### src/rtl/ram16_arb_fifo_pkg.sv
// rtl/ram16_arb_fifo_pkg.sv - source-channel type and round-robin pick helper
// Purpose: shared types for the two-channel arbiter FIFO.
// Contents: src_e (source channel tag), arb_pick() (round-robin channel choice).
package ram16_arb_fifo_pkg;

  typedef enum logic {
    SRC_CH0 = 1'b0,
    SRC_CH1 = 1'b1
  } src_e;

  // One requester wins outright; with both requesting, rr names the winner.
  function automatic src_e arb_pick(input logic v0, input logic v1, input logic rr);
    if (v0 && v1) begin
      return rr ? SRC_CH1 : SRC_CH0;
    end
    return v1 ? SRC_CH1 : SRC_CH0;
  endfunction

endpackage

### src/rtl/ram16_arb_fifo_ram.sv
// rtl/ram16_arb_fifo_ram.sv - distributed RAM, one write port, async read ports
// Purpose: word storage for the arbiter FIFO.
// Ports: clk_i clock; we_i write enable; aw_i write address; ar_i read address;
//        d_i write data; qw_o data at aw_i; qr_o data at ar_i (both combinational).
module myRAM_WxD_D #(
  parameter int DATA_WIDTH = 17,
  parameter int DATA_DEPTH = 4
) (
  input  logic                  clk_i,
  input  logic                  we_i,
  input  logic [DATA_DEPTH-1:0] aw_i,
  input  logic [DATA_DEPTH-1:0] ar_i,
  input  logic [DATA_WIDTH-1:0] d_i,
  output logic [DATA_WIDTH-1:0] qw_o,
  output logic [DATA_WIDTH-1:0] qr_o
);

  localparam int DEPTH = 1 << DATA_DEPTH;

  // No reset: contents are don't-care until written.
  logic [DATA_WIDTH-1:0] mem_q [DEPTH];

  always_ff @(posedge clk_i) begin
    if (we_i) begin
      mem_q[aw_i] <= d_i;
    end
  end

  assign qw_o = mem_q[aw_i];
  assign qr_o = mem_q[ar_i];

endmodule

### src/rtl/ram16_arb_fifo.sv
// rtl/ram16_arb_fifo.sv - two-channel round-robin write arbiter feeding a RAM FIFO
// Purpose: merges two valid/ready producer streams into one ordered, source-tagged stream.
// Ports: clk, rst_n (sync, active low); req0_*/req1_* producer channels (valid, data, ready);
//        out_valid/out_data/out_src/out_ready consumer side; level words held; full RAM full.
module ram16_arb_fifo
  import ram16_arb_fifo_pkg::*;
#(
  parameter int DATA_WIDTH = 16,
  parameter int DATA_DEPTH = 4
) (
  input  logic                  clk,
  input  logic                  rst_n,
  input  logic                  req0_valid,
  input  logic [DATA_WIDTH-1:0] req0_data,
  output logic                  req0_ready,
  input  logic                  req1_valid,
  input  logic [DATA_WIDTH-1:0] req1_data,
  output logic                  req1_ready,
  output logic                  out_valid,
  output logic [DATA_WIDTH-1:0] out_data,
  output logic                  out_src,
  input  logic                  out_ready,
  output logic [DATA_DEPTH+1:0] level,
  output logic                  full
);

  localparam int DEPTH = 1 << DATA_DEPTH;
  localparam int RAM_W = DATA_WIDTH + 1;
  localparam logic [DATA_DEPTH-1:0] PTR_ONE = 1;
  localparam logic [DATA_DEPTH:0]   CNT_ONE = 1;
  localparam logic [DATA_DEPTH:0]   CNT_FULL = DEPTH[DATA_DEPTH:0];

  logic [DATA_DEPTH-1:0] wr_ptr_q, wr_ptr_d;
  logic [DATA_DEPTH-1:0] rd_ptr_q, rd_ptr_d;
  logic [DATA_DEPTH:0]   ram_cnt_q, ram_cnt_d;
  logic                  out_valid_q, out_valid_d;
  logic [DATA_WIDTH-1:0] out_data_q, out_data_d;
  logic                  out_src_q, out_src_d;
  logic                  rr_q, rr_d;
  logic                  full_q, full_d;
  logic [DATA_DEPTH+1:0] level_q, level_d;

  logic                  grant_any;
  src_e                  grant_src;
  logic                  grant0, grant1;
  logic                  load;
  logic [RAM_W-1:0]      ram_d;
  logic [RAM_W-1:0]      ram_qr;
  logic [RAM_W-1:0]      ram_qw_unused;

  // Grant uses only registered full, so a same-cycle load never opens a slot.
  assign grant_any = rst_n && !full_q && (req0_valid || req1_valid);
  assign grant_src = arb_pick(req0_valid, req1_valid, rr_q);
  assign grant0    = grant_any && (grant_src == SRC_CH0);
  assign grant1    = grant_any && (grant_src == SRC_CH1);
  assign ram_d     = grant1 ? {1'b1, req1_data} : {1'b0, req0_data};

  assign load = (ram_cnt_q != '0) && (!out_valid_q || out_ready);

  myRAM_WxD_D #(
    .DATA_WIDTH(RAM_W),
    .DATA_DEPTH(DATA_DEPTH)
  ) u_ram (
    .clk_i (clk),
    .we_i  (grant_any),
    .aw_i  (wr_ptr_q),
    .ar_i  (rd_ptr_q),
    .d_i   (ram_d),
    .qw_o  (ram_qw_unused),
    .qr_o  (ram_qr)
  );

  always_comb begin
    wr_ptr_d    = wr_ptr_q;
    rd_ptr_d    = rd_ptr_q;
    ram_cnt_d   = ram_cnt_q;
    out_valid_d = out_valid_q;
    out_data_d  = out_data_q;
    out_src_d   = out_src_q;
    rr_d        = rr_q;

    if (grant_any) begin
      wr_ptr_d = wr_ptr_q + PTR_ONE;
      // Loser of this write gets priority next time.
      rr_d     = ~grant_src;
    end

    if (load) begin
      out_data_d  = ram_qr[DATA_WIDTH-1:0];
      out_src_d   = ram_qr[DATA_WIDTH];
      out_valid_d = 1'b1;
      rd_ptr_d    = rd_ptr_q + PTR_ONE;
    end else if (out_ready) begin
      out_valid_d = 1'b0;
    end

    case ({grant_any, load})
      2'b10:   ram_cnt_d = ram_cnt_q + CNT_ONE;
      2'b01:   ram_cnt_d = ram_cnt_q - CNT_ONE;
      default: ram_cnt_d = ram_cnt_q;
    endcase

    full_d  = (ram_cnt_d == CNT_FULL);
    level_d = {1'b0, ram_cnt_d} + {{(DATA_DEPTH+1){1'b0}}, out_valid_d};
  end

  always_ff @(posedge clk) begin
    if (!rst_n) begin
      wr_ptr_q    <= '0;
      rd_ptr_q    <= '0;
      ram_cnt_q   <= '0;
      out_valid_q <= 1'b0;
      out_data_q  <= '0;
      out_src_q   <= 1'b0;
      rr_q        <= 1'b0;
      full_q      <= 1'b0;
      level_q     <= '0;
    end else begin
      wr_ptr_q    <= wr_ptr_d;
      rd_ptr_q    <= rd_ptr_d;
      ram_cnt_q   <= ram_cnt_d;
      out_valid_q <= out_valid_d;
      out_data_q  <= out_data_d;
      out_src_q   <= out_src_d;
      rr_q        <= rr_d;
      full_q      <= full_d;
      level_q     <= level_d;
    end
  end

  assign req0_ready = grant0;
  assign req1_ready = grant1;
  assign out_valid  = out_valid_q;
  assign out_data   = out_data_q;
  assign out_src    = out_src_q;
  assign level      = level_q;
  assign full       = full_q;

endmodule
### config.mk
export PLATFORM = sky130hd
export DESIGN_NAME = ram16_arb_fifo
export DESIGN_NICKNAME = d
export VERILOG_FILES = /design/src/rtl/ram16_arb_fifo_pkg.sv /design/src/rtl/ram16_arb_fifo_ram.sv /design/src/rtl/ram16_arb_fifo.sv
export SDC_FILE = /design/constraint.sdc
export NUM_CORES = 1
export LEC_CHECK = 0
export ABC_CLOCK_PERIOD_IN_PS = 2750
export CORE_UTILIZATION = 55
export DETAILED_ROUTE_END_ITERATION = 8
export PLACE_DENSITY = 0.84
export SKIP_LAST_GASP = 1
export SYNTH_ARGS = -nofsm -noshare
export SYNTH_HDL_FRONTEND = slang
export SYNTH_HIERARCHICAL = 1
export SYNTH_SLANG_ARGS = --single-unit
### constraint.sdc
create_clock -name clk -period 2.75 [get_ports clk]
set_input_delay 0.275 -clock clk [delete_from_list [all_inputs] [get_ports clk]]
set_output_delay 0.275 -clock clk [all_outputs]
set_load 0.03 [all_outputs]
==> report_table.html <==
<table>
<tr><th>Metric</th><th>Value</th></tr>
<tr><th colspan="2">STA</th></tr>
<tr><td>Max transition margin</td><td>0.6703</td></tr>
<tr><td>Final count of hold timing violations</td><td>0</td></tr>
<tr><td>Endpoints failing setup</td><td>0</td></tr>
<tr><td>Worst-case clock skew</td><td>26.21 ps</td></tr>
<tr><td>Worst setup slack after layout</td><td>196.9 ps</td></tr>
<tr><td>Share of the cycle needed by the critical path after routing</td><td>0.9284</td></tr>
<tr><td>Slew at the pin closest to its max-slew limit</td><td>around 490 ps</td></tr>
<tr><td>Max Transition Viols Final</td><td>0</td></tr>
<tr><td>Maximum frequency from static timing analysis</td><td>0.3917 GHz</td></tr>
<tr><td>Minimum clock period after layout</td><td>2553 ps</td></tr>
<tr><th colspan="2">Global route</th></tr>
<tr><td>Antenna violations before repair</td><td>0</td></tr>
<tr><td>GR Overflow Total</td><td>0</td></tr>
<tr><td>Global-route wire length before repair</td><td>41780 um</td></tr>
<tr><td>Maximum number of pins on one net before global-route repair</td><td>58</td></tr>
<tr><td>GRT Total Usage</td><td>0.2553</td></tr>
<tr><td>Via count of the first global-routing pass</td><td>7024</td></tr>
<tr><th colspan="2">Cells and area</th></tr>
<tr><td>Number of antenna repair diodes</td><td>0</td></tr>
<tr><td>Fraction of layout instances using a drive strength above 1</td><td>0.2516</td></tr>
<tr><td>Non-Filler Cell Area, Final</td><td>0.01459 mm2</td></tr>
<tr><td>Fin nets</td><td>between 800 and 900</td></tr>
<tr><td>Final non-filler cell total</td><td>1075</td></tr>
<tr><td>Area growth from synthesis to final layout</td><td>18.95%</td></tr>
<tr><td>Post-layout utilization of the core</td><td>0.6683</td></tr>
<tr><th colspan="2">Clocking</th></tr>
<tr><td>Clock latency on the worst-skew pair</td><td>570 ps</td></tr>
<tr><td>Root Driver</td><td>clkbuf_16</td></tr>
<tr><td>Clock transition time at the flip-flop clock pins of the worst setup and hold paths</td><td>60 ps</td></tr>
<tr><td>Number of levels in the clock H-tree</td><td>1</td></tr>
<tr><td>Clock tree from TritonCTS</td><td>done</td></tr>
<tr><td>CTS Buf Count</td><td>29</td></tr>
<tr><td>Buffers from clock root to sink, at most</td><td>3</td></tr>
<tr><td>Number of clock sinks</td><td>about 310</td></tr>
<tr><td>Number of hold-repair buffers added at the cts stage</td><td>0</td></tr>
<tr><th colspan="2">Floorplan</th></tr>
<tr><td>Die Footprint</td><td>0.02289 mm2</td></tr>
<tr><td>Number of placement rows</td><td>54</td></tr>
<tr><td>Die Wd</td><td>151.3 um</td></tr>
<tr><td>Core box area</td><td>0.02182 mm2</td></tr>
<tr><td>Die span in y</td><td>151.3 um</td></tr>
<tr><td>Initial Utilization</td><td>0.5619</td></tr>
<tr><td>Top Ports</td><td>64</td></tr>
<tr><th colspan="2">Placement</th></tr>
<tr><td>Placer's final routability congestion estimate</td><td>0.8186</td></tr>
<tr><td>Placed Cells</td><td>around 1000</td></tr>
<tr><td>HPWL after detailed placement</td><td>16940 um</td></tr>
<tr><td>Dpl cell area</td><td>0.01356 mm2</td></tr>
<tr><td>Setup slack after placement</td><td>-168.2 ps</td></tr>
<tr><td>Buffers added on ports</td><td>63</td></tr>
<tr><th colspan="2">Yosys</th></tr>
<tr><td>Summed instance area of the synthesized netlist</td><td>roughly 0.012 mm2</td></tr>
<tr><td>Ys Warns</td><td>6</td></tr>
<tr><td>Post-Syn Area per Cell</td><td>18.69 um2</td></tr>
<tr><td>Number of nets in the synthesized netlist</td><td>702</td></tr>
<tr><td>Gate count of the mapped netlist</td><td>656</td></tr>
<tr><th colspan="2">Critical path</th></tr>
<tr><td>End of the critical path</td><td>level[4]</td></tr>
<tr><td>Critical path data required time</td><td>3190 ps</td></tr>
<tr><td>FF-to-FF End</td><td>level[4]</td></tr>
<tr><td>Endpoint kind of the worst setup timing path</td><td>flop</td></tr>
<tr><td>Worst Reg2Reg Path Length in Cells</td><td>12</td></tr>
<tr><td>Worst setup path startpoint</td><td>ram_cnt_q[0]</td></tr>
<tr><td>Startpoint of the worst-slack reg-to-reg timing path</td><td>ram_cnt_q[0]</td></tr>
<tr><td>Largest fanout on the critical path</td><td>7</td></tr>
<tr><td>Type of element launching the critical path</td><td>flop</td></tr>
<tr><td>Critical Setup Path Class</td><td>flop to flop</td></tr>
<tr><td>Register-to-register path setup slack</td><td>~200 ps</td></tr>
<tr><td>Worst endpoint data arrival time</td><td>3000 ps</td></tr>
<tr><th colspan="2">Detailed routing</th></tr>
<tr><td>Via count of the routed design</td><td>6719</td></tr>
<tr><td>Average wire length per cell after detail routing</td><td>25.78 um</td></tr>
<tr><td>Number of remaining DRC errors</td><td>0</td></tr>
<tr><td>Count of antenna-violating nets left after detailed routing</td><td>0</td></tr>
<tr><td>First-iteration detailed-routing DRC count</td><td>552</td></tr>
<tr><td>Mean number of vias per cell</td><td>about 6.3</td></tr>
<tr><td>Detailed-routing iteration count for the pre-antenna-repair pass</td><td>5</td></tr>
<tr><td>Post-detailed-routing wire length</td><td>roughly 28000 um</td></tr>
<tr><th colspan="2">Run</th></tr>
<tr><td>Number of max-cap violations</td><td>0</td></tr>
<tr><th colspan="2">Power</th></tr>
<tr><td>Leak pwr</td><td>0.004843 uW</td></tr>
<tr><td>Worst IR Drop VDD</td><td>0.7168 mV</td></tr>
<tr><td>Overall power</td><td>13870 uW</td></tr>
<tr><td>P per Cell Area</td><td>950.9 mW/mm2</td></tr>
<tr><th colspan="2">Hold path</th></tr>
<tr><td>Classification of the worst-slack hold path</td><td>flop to flop</td></tr>
<tr><th colspan="2">Run status</th></tr>
<tr><td>Outcome</td><td>finished, final reports clean</td></tr>
</table>
[sequential cells by signal, indices dropped and copies added, names as in the netlist]
signal	cells
u_ram/mem_q	272
out_data	16
level	6
ram_cnt_q	5
rd_ptr_q	4
wr_ptr_q	4
full	1
out_src	1
out_valid	1
rr_q	1
[metal layers]
| layer | vias up | share of wire | global-route usage |
|---|---|---|---|
| li1 | 2854 | - | - |
| met1 | 3430 | 0.38 | 0.3411 |
| met2 | 361 | 0.50 | 0.4315 |
| met3 | 74 | 0.082 | 0.03614 |
| met4 | 0 | 0.033 | 0.08950 |
| met5 | - | 0 | 0 |
[metrics by stage]
stage          hold WS (ps)  TNS [ps]
3_3_place_gp          453.8    -113.6
2_1_floorplan         460.9         0
4_1_cts               471.0         0
3_5_place_dp          461.5    -537.1
6_report              466.2         0
5_1_grt               494.0    -3.865
[report_power, final]
group          switching, uW  leakage [uW]  internal [uW]
Combinational           2090       0.00157           1810
Sequential               260       0.00278           5550
Clock                   1740      0.000489           2410
[repair_timing]
item / CTS / global route
endpoints found under the setup margin: 0 / 4
gates resized for setup: 0 / 4
setup buffers: 0 / 1
[critical path, cell delays in order, from the launching register on]
cell and delay, ps:
dfxtp_2 350, nor3_2 210, nand2_1 90, nand2_2 70, inv_1 70, ha_4 200, fa_1 480, mux2_2 180
ha_1 190, inv_1 60, a211oi_1 270, xnor2_1 120, and2_1 160
[worst min-delay path by stage]
stage / start / to / slack, ps / cells past startpoint
2_1_floorplan: wr_ptr_q[1] / wr_ptr_q[1] / 460 / 2
3_3_place_gp: out_data[1] / out_data[1] / 450 / 2
3_5_place_dp: out_data[1] / out_data[1] / 460 / 2
4_1_cts: out_data[2] / out_data[2] / 470 / 2
5_1_grt: out_src / out_src / 490 / 2
6_report: out_data[2] / out_data[2] / 470 / 2
[layout by cell type, fill, tap and decap left out, types with 4 or more instances in the layout]
master / instances
a21boi_0: 19
a22oi_1: 34
and2_1: 16
buf_4: 57
bufinv_16: 5
clkbuf_16: 29
clkdlybuf4s50_1: 61
clkinv_1: 4
clkinv_2: 9
dfxtp_1: 35
edfxtp_1: 272
ha_1: 6
inv_1: 6
mux2_2: 17
mux4_1: 10
mux4_2: 58
nand2_1: 62
nand3_1: 6
nor2_1: 18
nor2b_1: 4
nor3_2: 5
nor3b_1: 5
xnor2_1: 8
[cell type report]
type	instances	area [um2]
multi-input combinational	303	3158
timing repair buffer	121	1099
clock buffer	30	729.5
fill	1353	7238
sequential	311	8956
clock inverter	24	270.3
tap	280	350.3
inverter	6	22.52
Power figures use the tool's default switching activity.
